### src/rtl/matrix_store_writer.sv
// Result-matrix sink: writes three metadata words, then streams rows*cols data
// words into the BRAM slot selected by matrix_id, and pulses write_done at the end.
module matrix_store_writer #(
    parameter int DATA_WIDTH = 32,
    parameter int ADDR_WIDTH = 11,
    parameter int BLOCK_SIZE = 256,
    parameter int META_WORDS = 3
) (
    input  logic                  clk,
    input  logic                  rst_n,
    input  logic                  write_request,
    output logic                  write_ready,
    input  logic [2:0]            matrix_id,
    input  logic [7:0]            actual_rows,
    input  logic [7:0]            actual_cols,
    input  logic [7:0]            matrix_name [0:7],
    input  logic [DATA_WIDTH-1:0] data_in,
    input  logic                  data_valid,
    output logic                  writer_ready,
    output logic                  write_done,
    output logic                  write_err,
    output logic                  bram_we,
    output logic [ADDR_WIDTH-1:0] bram_addr,
    output logic [DATA_WIDTH-1:0] bram_din,
    output logic [2:0]            dbg_state_o
);

    localparam logic [2:0] S_IDLE   = 3'd0;
    localparam logic [2:0] S_META0  = 3'd1;
    localparam logic [2:0] S_META1  = 3'd2;
    localparam logic [2:0] S_META2  = 3'd3;
    localparam logic [2:0] S_STREAM = 3'd4;
    localparam logic [2:0] S_DONE   = 3'd5;

    localparam logic [31:0] CAPACITY = 32'(BLOCK_SIZE - META_WORDS);

    logic [2:0]            state_q, state_d;
    logic [15:0]           idx_q, idx_d;
    logic                  err_q, err_d;
    logic [ADDR_WIDTH-1:0] base_q;
    logic [7:0]            rows_q, cols_q;
    logic [15:0]           n_q;
    logic [7:0]            name_q [0:7];

    logic                  accept;
    logic [15:0]           n_req;

    assign accept = (state_q == S_IDLE) && write_request;
    assign n_req  = 16'(actual_rows) * 16'(actual_cols);

    // Handshakes: a request is taken on any edge where write_request && write_ready;
    // a data word is taken on any edge where data_valid && writer_ready. Outside
    // those windows both inputs are ignored, and neither ready depends on a valid.
    always_comb begin
        state_d = state_q;
        idx_d   = idx_q;
        err_d   = err_q;
        case (state_q)
            S_IDLE: begin
                if (write_request) begin
                    idx_d = '0;
                    if (32'(n_req) > CAPACITY) begin
                        err_d   = 1'b1;
                        state_d = S_DONE;
                    end else begin
                        state_d = S_META0;
                    end
                end
            end
            S_META0: state_d = S_META1;
            S_META1: state_d = S_META2;
            S_META2: state_d = (n_q == 16'd0) ? S_DONE : S_STREAM;
            S_STREAM: begin
                if (data_valid) begin
                    idx_d = idx_q + 16'd1;
                    if (idx_q + 16'd1 == n_q) begin
                        state_d = S_DONE;
                    end
                end
            end
            S_DONE: begin
                err_d   = 1'b0;
                state_d = S_IDLE;
            end
            default: state_d = S_IDLE;
        endcase
    end

    always_ff @(posedge clk or negedge rst_n) begin
        if (!rst_n) begin
            state_q <= S_IDLE;
            idx_q   <= '0;
            err_q   <= 1'b0;
        end else begin
            state_q <= state_d;
            idx_q   <= idx_d;
            err_q   <= err_d;
        end
    end

    // Transaction payload is captured once at accept and held for the whole block.
    always_ff @(posedge clk or negedge rst_n) begin
        if (!rst_n) begin
            base_q <= '0;
            rows_q <= '0;
            cols_q <= '0;
            n_q    <= '0;
            for (int i = 0; i < 8; i++) name_q[i] <= '0;
        end else if (accept) begin
            base_q <= ADDR_WIDTH'(32'(matrix_id) * 32'(BLOCK_SIZE));
            rows_q <= actual_rows;
            cols_q <= actual_cols;
            n_q    <= n_req;
            for (int i = 0; i < 8; i++) name_q[i] <= matrix_name[i];
        end
    end

    assign write_ready  = (state_q == S_IDLE);
    assign writer_ready = (state_q == S_STREAM);
    assign write_done   = (state_q == S_DONE);
    assign write_err    = (state_q == S_DONE) && err_q;
    assign dbg_state_o  = state_q;

    // idx stays below n <= BLOCK_SIZE-META_WORDS, so the address never leaves the slot.
    always_comb begin
        bram_we   = 1'b0;
        bram_addr = '0;
        bram_din  = '0;
        case (state_q)
            S_META0: begin
                bram_we   = 1'b1;
                bram_addr = base_q;
                bram_din  = DATA_WIDTH'({rows_q, cols_q, 16'h0000});
            end
            S_META1: begin
                bram_we   = 1'b1;
                bram_addr = base_q + ADDR_WIDTH'(1);
                bram_din  = DATA_WIDTH'({name_q[0], name_q[1], name_q[2], name_q[3]});
            end
            S_META2: begin
                bram_we   = 1'b1;
                bram_addr = base_q + ADDR_WIDTH'(2);
                bram_din  = DATA_WIDTH'({name_q[4], name_q[5], name_q[6], name_q[7]});
            end
            S_STREAM: begin
                bram_we   = data_valid;
                bram_addr = base_q + ADDR_WIDTH'(META_WORDS) + ADDR_WIDTH'(idx_q);
                bram_din  = data_in;
            end
            default: begin
                bram_we   = 1'b0;
                bram_addr = '0;
                bram_din  = '0;
            end
        endcase
    end

endmodule

### config.mk
export PLATFORM = sky130hd
export DESIGN_NAME = matrix_store_writer
export DESIGN_NICKNAME = d
export VERILOG_FILES = /design/src/rtl/matrix_store_writer.sv
export SDC_FILE = /design/constraint.sdc
export NUM_CORES = 1
export LEC_CHECK = 0
export ABC_AREA = 0
export ABC_CLOCK_PERIOD_IN_PS = 2250
export CORE_MARGIN = 4
export CORE_UTILIZATION = 43
export DETAILED_ROUTE_END_ITERATION = 8
export GPL_TIMING_DRIVEN = 0
export PLACE_DENSITY = 0.72
export SYNTH_ARGS = -nofsm -noshare
export SYNTH_HDL_FRONTEND = slang
export SYNTH_SLANG_ARGS = --single-unit
export TNS_END_PERCENT = 20
### constraint.sdc
create_clock -name clk -period 2.25 [get_ports clk]
set_clock_uncertainty 0.15 [all_clocks]
set_input_delay 0.675 -clock clk [delete_from_list [all_inputs] [get_ports clk]]
set_output_delay 0.675 -clock clk [all_outputs]
set_load 0.01 [all_outputs]
After elaboration in Yosys (flattened, before gate mapping)
Index checks and enable logic that the tools add are counted.
Word-level totals
  latch bits: 0
  memory bits (read-only): 0
  register bits: 119
  bits of input ports: 119
  memory bits (writable): 0
  output and inout bits: 51
  memories: 0
Operators by class
  multiplexer cells: 15
  shift-type cells: 0
  reduce and logical (&&, ||, !) cells: 10
  div/mod/pow operators: 0
  $add $sub $neg: 5
  $lt $le $gt $ge: 1
  bitwise gates (word level): 0
  multiply operators: 1
  eq/ne operators: 10
Operators with widths (count)
  32-bit case mux with 4 select lines: 1
  11-bit case mux with 4 select lines: 1
  16-bit two-way mux: 2
  16-bit case mux with 2 select lines: 1
  11-bit by 2-bit adder with 11-bit output, second input constant: 2
  16-bit by 1-bit adder with 16-bit output, second input constant: 1
  16-bit == test: 1
  16-bit by 8-bit > comparator with 1-bit output, second input constant: 1
  16-bit zero test: 1
  8-bit by 8-bit multiplier with 16-bit output: 1
  3-bit case mux with 5 select lines: 1
  3-bit two-way mux: 4
  11-bit by 1-bit adder with 11-bit output, second input constant: 1
  11-bit adder: 1
  3-bit AND reduction: 3
  3-bit by 2-bit == test with 1-bit output, second input constant: 2
  3-bit == test, second input constant: 2
  2-bit by 1-bit != test with 1-bit output, second input constant: 2
  2-bit != test, second input constant: 2
  1-bit case mux with 2 select lines: 2
  2-bit nonzero test: 2
  3-bit by 1-bit == test with 1-bit output, second input constant: 1
  3-bit zero test: 1
  1-bit two-way mux: 3
  other kinds (2): 3

Logic depth before layout (Yosys ltp)
Gate-level depths: netlist (run 1).
  depth after elaboration: 5
  gate-level depth with buffers: 17

Worst setup path before layout (run 1)
Ideal clock, no wire load.
  kind: input to register
  start point: input actual_rows[1]
  end point: register state_q[2] (netlist: dbg_state_o[2])
  setup time: 0.126 ns
  setup slack: -3.090 ns
  path buffers: 0
  data required time: 1.974 ns
  cell stages on the path: 15
  arrival time: 5.064 ns
  cells stage by stage: and2_1 fa_1 fa_1 fa_1 inv_1 fa_1 inv_1 ha_1 nand2_1 o31ai_1 o41a_1 mux2i_4 nand4_1 or4b_4 a311o_1
On the way
  cells in the longest elaborated chain, start to end: 5
Ends and longest elaborated chain
  start: declaration: RTL line 14  | input logic [7:0] actual_rows,
  8-bit by 8-bit multiplier with 16-bit output: RTL line 49  | assign n_req = 16'(actual_rows) * 16'(actual_cols);
  16-bit by 8-bit > comparator with 1-bit output: RTL line 62  | if (32'(n_req) > CAPACITY) begin
  3-bit two-way mux: RTL line 62
  3-bit two-way mux: RTL line 60  | if (write_request) begin
  3-bit case mux with 5 select lines: RTL line 58  | case (state_q)
  end signal: assignment: RTL line 95  | state_q <= state_d;
  end: declaration: RTL line 37  | logic [2:0] state_q, state_d;
Every way passes these cells. The select of a mux whose other input is x is not followed.
A chain may end at the register's enable or synchronous reset.

Worst setup path after layout (run 1)
  start point: input actual_rows[3]
  end point: register state_q[2] (netlist: dbg_state_o[2])
Same word-level chain as after synthesis.

==> results, run 1 <==
- The run finished, with violations left.
- The final reports fail on setup timing.
- Measured on the finished design, the core utilization comes to 66.71%.
- The total number of vias is 8,142.
- The final layout contains 1,448 nets.
- The clock passes through at most 2 buffers.
- The initial detailed-routing violation count is 531.
- The path type of the worst min-delay path is reg -> reg.
- Once detailed placement completed, the half-perimeter wirelength came to 17.67 mm.
- The number of core rows is 50.
- For this run, the total global-route usage over all layers was measured as 23.13%.
- The synthesized instance count is 991.
- The first global-routing pass estimated 40.19 mm of wire.
- For this run, the slowest stage of the critical path takes 0.56 ns.
- The insertion delay of the later-clocked pin in the worst-skew pair is 0.42 ns.
- For this design the total switching power over the nets is 6749 uW.
- After synthesis, the mean cell area works out to 8.310 sq um.
- The remaining antenna violation count after routing is 0.
- The fraction of power spent switching nets is 41.43%.
- The initial core utilization is 43.88%.
- After detailed routing, the average wire length per cell comes to 17.95 microns.
- At the end of routability-driven placement, the weighted congestion stood at 0.8772.
- The average via count per standard cell is 5.428.
- The die outline width is 146.4 microns.
- In this run, the combinational gates consume 59.1% of the power.
- The relative contribution of the clock network to total power is 17.9%.
- The CTS tree is built.
- The final number of max-transition violations is 0.
- The via count of the first global-routing pass was 7,879.
- In this design, the critical path's most frequently occurring cell is sky130_fd_sc_hd__fa_1.
- The placed instance count is 1,395.
- The core region is 0.01877 sq mm.
- The total CTS buffers is 17.
- The H-tree depth is 4.
- The dominant synthesized flop cell is sky130_fd_sc_hd__dfrtp_1.
- The worst setup path is of the in -> reg kind.
- The number of buffer cells added on primary ports is 169.
- The fraction of registers with async set/reset is 100.0%.
- The worst setup path is launched from an input port.
- The aggregate global routing overflow is 0.
- The worst setup slack after layout is -2.712 ns.
- The yosys synthesis warning count is 0.
- By area the synthesized netlist is led by sky130_fd_sc_hd__dfrtp_1 (36%), sky130_fd_sc_hd__nand2_1 (15%), sky130_fd_sc_hd__fa_1 (8.8%), sky130_fd_sc_hd__ha_1 (6.1%), sky130_fd_sc_hd__and2_1 (4.1%).
- The non-filler instance count after layout is 1,500.
- STA classifies the critical path endpoint as a flop.
- Setup violations remaining at the end of the flow were counted as 64.
- The top-level I/O count is 170.
- The worst path uses 220.5% of the clock period.
- In the final layout, the share of cells above drive strength 1 is 28.83%.
- The synthesized design contains 119 register bits.
- The antenna diode instance count is 0.
- In this run the tightest slew margin relative to its limit is 66.62%.
- The total design power is 16,290 uW.
- The kind of cell with the highest combined delay on the critical path is adder cells.
- Synthesis produced a netlist with a net count of 1,186.
- The clock net sink count is 119.
- The die area is 0.02143 sq mm.
- The internal portion of total power is 9542 uW.
- The data arrival time of the critical path is 5.11 ns.
- The maximum achievable frequency is 0.2015 GHz.
- Before CTS, the worst setup slack after placement is -3.804 ns.
- Power spread over the standard cell area amounts to 1301 mW/mm^2.
- The proportion of power drawn by flip-flops and latches is 23.0%.
- Relative to the synthesized area, the layout overhead comes to 52.04%.
- Clock-pin slew was measured on the worst setup and hold paths at 0.06 ns.
- The signal on the critical path passes through buf_12 > and2_4 > fa_2 > fa_1 > inv_2 > fa_1 > fa_1 > inv_2 > ha_4 > nor2_2 > o31ai_4 > o41a_1 > buf_4 > xnor2_2 > nand3_1 > or4b_4 > a311o_1.
- The required time at the endpoint of the critical path is 2.40 ns.
- Subtracting the final worst setup slack from the clock period gives 4.962 ns.
- Ranked by instance count, the synthesized netlist is headed by sky130_fd_sc_hd__nand2_1 (337), sky130_fd_sc_hd__dfrtp_1 (119), sky130_fd_sc_hd__o21ai_0 (62).
- The number of antenna violations at the first check in global routing came to 0.
- For the pin with the worst max-slew slack, the measured transition is 0.4961 ns.
- The highest-delay cell along the critical path is sky130_fd_sc_hd__or4b_4.
- The largest area contributor in the netlist is sky130_fd_sc_hd__dfrtp_1.
- The count of final hold-check violations is 0.
- For the final routed database, the setup TNS stands at -49.31 ns.
- The number of remaining DRC errors is 0.
- The die height is 146.4 microns.
- The number of search-and-repair iterations in the first detailed-routing pass is 6.
- The synthesized design contains 0 enable-type register cells.
- The largest voltage drop on the vdd net is 769.9 uV.
- The total wire length is 26.92 mm.
- Yosys mapped the design onto 56 distinct sky130hd cell types.
- In this run the worst path has a maximum fanout of 6.
- Setup repair after global routing could not meet its margin everywhere.
- The area of the mapped netlist is 0.008235 sq mm.
- The number of max-cap violations is 0.
- In the post-synthesis netlist, the cell with the most instances is sky130_fd_sc_hd__nand2_1.
- The fraction of synthesized cell area taken by the top area cell type is 36.16%.
- The buffer and inverter count on the worst path is 4.
- The leakage power is 0.006043 uW.
- The share of the Yosys chip area taken by registers is 36.16%.
- The clock root buffer master is sky130_fd_sc_hd__clkbuf_16.
- The largest net degree at the start of global routing is 91.
## logic make-up (layout without fill, tap and decap cells)
| kind of cell | after synthesis | after routing | share of synthesized area [%] |
|---|---|---|---|
| AO/OA/AOI/OAI | 146 | 146 | 11.61 |
| XOR/XNOR | 47 | 47 | 4.999 |
| adder cells (fa/ha/maj) | 76 | 76 | 14.83 |
| buffers and inverters | 100 | 375 | 4.649 |
| flip-flops | 119 | 119 | 36.16 |
| multiplexers | 18 | 18 | 2.340 |
| AND/OR/NAND/NOR | 485 | 485 | 25.42 |
## path summary, 6_finish.rpt
path                                   startpoint                          to  slack [ns]  cells past startpoint
max                                actual_rows[3]  dbg_state_o[2]$_DFFE_PN0P_       -2.71                     17
min                        name_q[35]$_DFFE_PN0P_      name_q[35]$_DFFE_PN0P_        0.32                      2
max reg2reg                  idx_q[1]$_DFFE_PN0P_  dbg_state_o[0]$_DFFE_PN0P_       -0.30                      8
min reg2reg                name_q[35]$_DFFE_PN0P_      name_q[35]$_DFFE_PN0P_        0.32                      2
max in group asynchronous                   rst_n       base_q[8]$_DFFE_PN0P_        0.63                      3
min in group asynchronous                   rst_n        idx_q[9]$_DFFE_PN0P_        0.56                      2
## layout by cell type, fill, tap and decap left out, types with 7 or more instances in the layout
cell,count
sky130_fd_sc_hd__clkbuf_16,24
sky130_fd_sc_hd__a22oi_1,11
sky130_fd_sc_hd__o21ai_0,33
sky130_fd_sc_hd__clkbuf_4,13
sky130_fd_sc_hd__nand3_1,17
sky130_fd_sc_hd__o21ai_2,7
sky130_fd_sc_hd__inv_1,37
sky130_fd_sc_hd__ha_4,12
sky130_fd_sc_hd__dfrtp_1,114
sky130_fd_sc_hd__buf_4,43
sky130_fd_sc_hd__ha_1,26
sky130_fd_sc_hd__and2_4,16
sky130_fd_sc_hd__buf_8,10
sky130_fd_sc_hd__inv_2,12
sky130_fd_sc_hd__buf_2,42
sky130_fd_sc_hd__clkdlybuf4s50_1,101
sky130_fd_sc_hd__mux2i_1,17
sky130_fd_sc_hd__buf_12,9
sky130_fd_sc_hd__nand2_2,11
sky130_fd_sc_hd__xor2_1,17
sky130_fd_sc_hd__and2_1,38
sky130_fd_sc_hd__fa_1,31
sky130_fd_sc_hd__clkbuf_2,13
sky130_fd_sc_hd__o21ai_1,22
sky130_fd_sc_hd__nor2_1,24
sky130_fd_sc_hd__buf_6,42
sky130_fd_sc_hd__a22oi_2,22
sky130_fd_sc_hd__nand2_4,8
sky130_fd_sc_hd__nand2_1,318
sky130_fd_sc_hd__xnor2_1,23
## metal layers
| layer | track usage (%) | part of all wire [%] | vias to the layer above |
|---|---|---|---|
| li1 | - | - | 3798 |
| met1 | 30.55 | 42 | 3956 |
| met2 | 37.39 | 49 | 316 |
| met3 | 5.556 | 6.3 | 72 |
| met4 | 8.137 | 3.2 | 0 |
| met5 | 0 | 0 | - |
## per-stage QoR
stage	hold WS [ns]	instance area (sq um)
2_1_floorplan	0.2294	8364
3_3_place_gp	0.3074	10350
3_5_place_dp	0.3125	10380
4_1_cts	0.3266	11690
5_1_grt	0.3402	12520
6_report	0.3240	12520
## flip-flops by register name, summed over array words and instances (netlist names)
register and cells:
name_q 64, idx_q 16, n_q 16, cols_q 8, rows_q 8, base_q 3, dbg_state_o 3, err_q 1
## tightest hold or removal path, cell delays in order (launching register included)
cell	delay [ns]
sky130_fd_sc_hd__dfrtp_1	0.34
sky130_fd_sc_hd__nand2_1	0.05
sky130_fd_sc_hd__nand2_1	0.05
## timing repair
item / CTS / global route
gates resized for setup: 418 / 229
hold buffers: 1 / 0
endpoints found under the setup margin: 163 / 167
hold endpoints to repair: 29 / 0
buffers inserted: 33 / 38
gates cloned: 2 / 1
pin swaps: 33 / 60
## power by group through the flow
stage / clock network [uW] / logic (uW) / registers, uW
floorplan: 0 / 4590 / 3500
global placement: 0 / 6870 / 3640
detailed placement: 0 / 6980 / 3660
CTS: 2920 / 8170 / 3640
global route: 3040 / 10400 / 3830
finish: 2920 / 9620 / 3750
## area by class of cell
class / instances / area [sq um]
plain buffers: 49 / 481.7
fillers: 1426 / 6247
clock buffers: 18 / 429.2
clock inverters: 14 / 197.7
well taps: 234 / 292.8
inverters: 51 / 202.7
flip-flops and latches: 119 / 2984
multi-input cells: 772 / 5612
repair buffers: 243 / 2321
Power figures use the tool's default switching activity.
==> inputs of run 2 (changes only) <==
--- a/config.mk
+++ b/config.mk
@@ -7,11 +7,12 @@
 export LEC_CHECK = 0
 export ABC_AREA = 0
 export ABC_CLOCK_PERIOD_IN_PS = 2250
+export CAP_MARGIN = 5
 export CORE_MARGIN = 4
-export CORE_UTILIZATION = 43
+export CORE_UTILIZATION = 47
 export DETAILED_ROUTE_END_ITERATION = 8
 export GPL_TIMING_DRIVEN = 0
-export PLACE_DENSITY = 0.72
+export PLACE_DENSITY = 0.83
 export SYNTH_ARGS = -nofsm -noshare
 export SYNTH_HDL_FRONTEND = slang
 export SYNTH_SLANG_ARGS = --single-unit
==> run 2 against run 1 <==
The run still ends with setup timing left. Critical endpoint unchanged. Highest routed layer unchanged. Design area fell by 1.1%. Die area fell by 8.1%. Global-route usage rose by 3.3 points. Largest cell class unchanged. Register-to-register slack improved by 0.02 ns. Non-clock buffer count fell by 2. Setup slack got worse by 0.16 ns. Sequential share of layout area rose by 0.30 points. Maximum frequency fell by 3.1%. Total power rose by 2.1%. Clock power barely moved.
==> results, run 2 (same netlist as run 1, synthesis figures left out) <==
- The die height was 140.4 microns (-4.1%).
- The largest fanout on the critical path is 7 (+1).
- The total number of vias was 8,548 (+5.0%).
- The global placer's final weighted congestion came to 0.9887 (+13%).
- The total wire length came to 28.56 mm (+6.1%).
- name_q holds more flip-flops than any other register.
- The net total in the final layout is 1,446 (-0.14%).
- The share of final-layout standard cells stronger than drive strength 1 is 28.40% (-0.43 points).
- The highest routed metal layer is met4.
- The total design power came to 16,640 uW (+2.1%).
- The leakage power is 0.005960 uW (-1.4%).
- The largest voltage drop on the vdd net is 940.7 uV (+22%).
- The routed length on met2 is 14.25 mm (+8.5%).
- The remaining antenna violation count after routing is 0 (unchanged).
- The top-level I/O count is 170 (unchanged).
- The total CTS buffers is 17 (unchanged).
- The via count of the first global-routing pass came to 8,469 (+7.5%).
- The number of search-and-repair iterations in the first detailed-routing pass was 6 (unchanged).
- Setup repair after global routing could not meet its margin everywhere.
- The clock root buffer master is sky130_fd_sc_hd__clkbuf_16.
- The number of buffer cells added on primary ports came to 169 (unchanged).
- The final setup violation count is 117 (+83%).
- The flip-flop count of the largest register, all copies and words added is 64 (unchanged).
- The initial core utilization is 47.78% (+3.9 points).
- The global-route total usage across every layer is 26.39% (+3.3 points).
- The core footprint came to 0.01724 sq mm (-8.2%).
- The library cells used most frequently in the layout, excluding fill and tap cells, are sky130_fd_sc_hd__nand2_1 (325), sky130_fd_sc_hd__dfrtp_1 (110), sky130_fd_sc_hd__clkdlybuf4s50_1 (101).
- The power per cell area is 1343 mW/mm^2 (+3.2%).
- The post-route cell area is 0.01239 sq mm (-1.1%).
- The highest-delay cell along the critical path is sky130_fd_sc_hd__or4b_4.
- The die outline width was 140.4 microns (-4.1%).
- The actual slew at the worst max-slew pin is 0.6278 ns (+0.1317 ns).
- The data arrival time of the critical path is 5.27 ns (+0.16 ns).
- The clock net sink count is 119 (unchanged).
- The largest net degree at the start of global routing is 63 (-31%).
- The count of final hold-check violations came to 0 (unchanged).
- The maximum buffer depth of the clock tree was 2 (unchanged).
- In the final layout, the registers with the most flip-flops are name_q x64, idx_q x16, n_q x16.
- The number of remaining DRC errors is 0 (unchanged).
- The post-route worst hold slack is 0.07685 ns (-0.2472 ns).
- The number of core rows came to 48 (-4.0%).
- The required time at the endpoint of the critical path is 2.40 ns (about the same).
- The average via count per standard cell is 5.741 (+5.8%).
- The CTS tree is built.
- The initial detailed-routing violation count came to 725 (+37%).
- The insertion delay of the later-clocked pin in the worst-skew pair is 0.42 ns (about the same).
- The post-DP HPWL is 17.63 mm (-0.24%).
- The maximum achievable frequency is 0.1954 GHz (-3.1%).
- The number of antenna violations at the first check in global routing is 0 (unchanged).
- The clock period minus final worst setup slack is 5.119 ns (+0.1566 ns).
- The H-tree depth is 4 (unchanged).
- The most repeated library cell on the critical path is sky130_fd_sc_hd__fa_1.
- The tightest min-delay check is of the in -> async type.
- The worst setup slack after layout is -2.869 ns (-0.1566 ns).
- The antenna diode instance count was 0 (unchanged).
- Relative to the synthesized area, the layout overhead comes to 50.43%.
- The final reports fail on setup timing.
- The met3 wire length is 2.442 mm (+45%).
- The flow ran to the end, but the final reports show violations.
- The placed instance count was 1,386 (-0.65%).
- The maximum cell stage delay along the critical path is 0.57 ns (about the same).
- The aggregate global routing overflow is 0 (unchanged).
- The non-filler instance count after layout came to 1,489 (-0.73%).
- The worst setup path is captured at a flop.
- The critical path goes through buf_12 > and2_4 > fa_2 > fa_1 > inv_2 > fa_1 > fa_1 > inv_2 > ha_4 > nor2_2 > o31ai_4 > o41a_1 > xnor2_2 > nand3_1 > or4b_4 > a311o_1.
- The worst setup path is launched from an input port.
- The clock input transition at the sequential cells of the worst setup and hold paths is 0.06 ns (about the same).
- The cts-stage hold buffer count came to 0 (-1).
- The final number of max-transition violations was 0 (unchanged).
- The number of max-cap violations is 0 (unchanged).
- The routed metal-1 wirelength is 10.68 mm (-5.1%).
- The kind of critical path is in -> reg.
- The fraction of the cycle the final worst path needs is 227.5% (+7.0 points).
- The global-route wire length before repair is 41.83 mm (+4.1%).
- The worst reg-to-reg setup slack is -0.28 ns (+0.02 ns).
- The final core utilization came to 71.87% (+5.2 points).
- The average wire per cell in the routed design is 19.18 microns (+6.9%).
- The worst-case headroom to the max-slew limit came to 57.76% (-8.9 points).
- The post-detailed-placement cell area came to 0.01037 sq mm (-0.11%).
- The most common cell after layout, fill and taps aside is sky130_fd_sc_hd__nand2_1.
- The die area is 0.01970 sq mm (-8.1%).
[run 2: cell types whose count changed in the layout (fill, tap and decap cells not counted), moves of 5 or more]
cell	delta
sky130_fd_sc_hd__o21ai_1	-10
sky130_fd_sc_hd__buf_6	+9
sky130_fd_sc_hd__nand2_1	+7
sky130_fd_sc_hd__o21ai_2	+11
sky130_fd_sc_hd__buf_12	-5
sky130_fd_sc_hd__nand2_4	-5
sky130_fd_sc_hd__clkbuf_1	+7
sky130_fd_sc_hd__clkbuf_4	-12
[run 2: report_power, final]
group | switching, uW | leakage [uW] | internal [uW] | total (uW)
combinational | 5310 | 0.00418 | 4630 | 9930
clock | 1030 | 0.000288 | 1880 | 2910
sequential | 742 | 0.00149 | 3050 | 3800
total | 7080 | 0.00596 | 9560 | 16600
[run 2: timing repair]
item                       4_1_cts  5_1_grt
pin swaps                       50       69
setup buffers                   37       41
setup endpoints to repair      161      167
gates cloned                     1        0
gates resized for setup        443      178
[run 2: worst max-delay path: cells and delay by family]
kind            cells  cell delay (ns)
fa+ha+maj           5             2.10
simple gates        4             1.10
compound gates      3             0.94
xor+xnor            1             0.25
buf+inv             3             0.20
[run 2: cell type report]
type	count	area, sq um
repair buffers	245	2276
flip-flops and latches	119	2989
inverters	51	200.2
well taps	225	281.5
clock buffers	20	446.7
fillers	1127	4848
clock inverters	12	176.4
multi-input cells	772	5625
plain buffers	45	392.9
[run 2: per-stage QoR]
step / worst slack, ns / setup TNS, ns
6_report: -2.869 / -53.47
5_1_grt: -2.932 / -61.29
4_1_cts: -2.750 / -49.41
3_5_place_dp: -3.813 / -128.55
3_3_place_gp: -4.221 / -629.13
2_1_floorplan: -2.765 / -32.24
[run 2: worst paths after layout]
path | startpoint | end | cells after the start
worst max-delay path | actual_rows[3] | dbg_state_o[2]$_DFFE_PN0P_ | 16
worst min-delay path | rst_n | idx_q[4]$_DFFE_PN0P_ | 1
worst max register to register | idx_q[1]$_DFFE_PN0P_ | dbg_state_o[0]$_DFFE_PN0P_ | 8
worst min register to register | name_q[52]$_DFFE_PN0P_ | name_q[52]$_DFFE_PN0P_ | 2
max in group asynchronous | rst_n | base_q[8]$_DFFE_PN0P_ | 2
min in group clk | name_q[52]$_DFFE_PN0P_ | name_q[52]$_DFFE_PN0P_ | 2
[run 2: metal layers]
metal	global-route usage, %	vias to the layer above
met5	0	-
met4	12.03	0
met3	6.589	119
met2	44.33	509
met1	32.01	4133
li1	-	3787
==> inputs of run 3 (changes only) <==
--- a/config.mk
+++ b/config.mk
@@ -10,6 +10,7 @@
 export CAP_MARGIN = 5
 export CORE_MARGIN = 4
 export CORE_UTILIZATION = 47
+export CTS_CLUSTER_DIAMETER = 60
 export DETAILED_ROUTE_END_ITERATION = 8
 export GPL_TIMING_DRIVEN = 0
 export PLACE_DENSITY = 0.83
==> results of run 3 <==
Same layout as run 2: the final DEF is identical, and so are final timing and power.
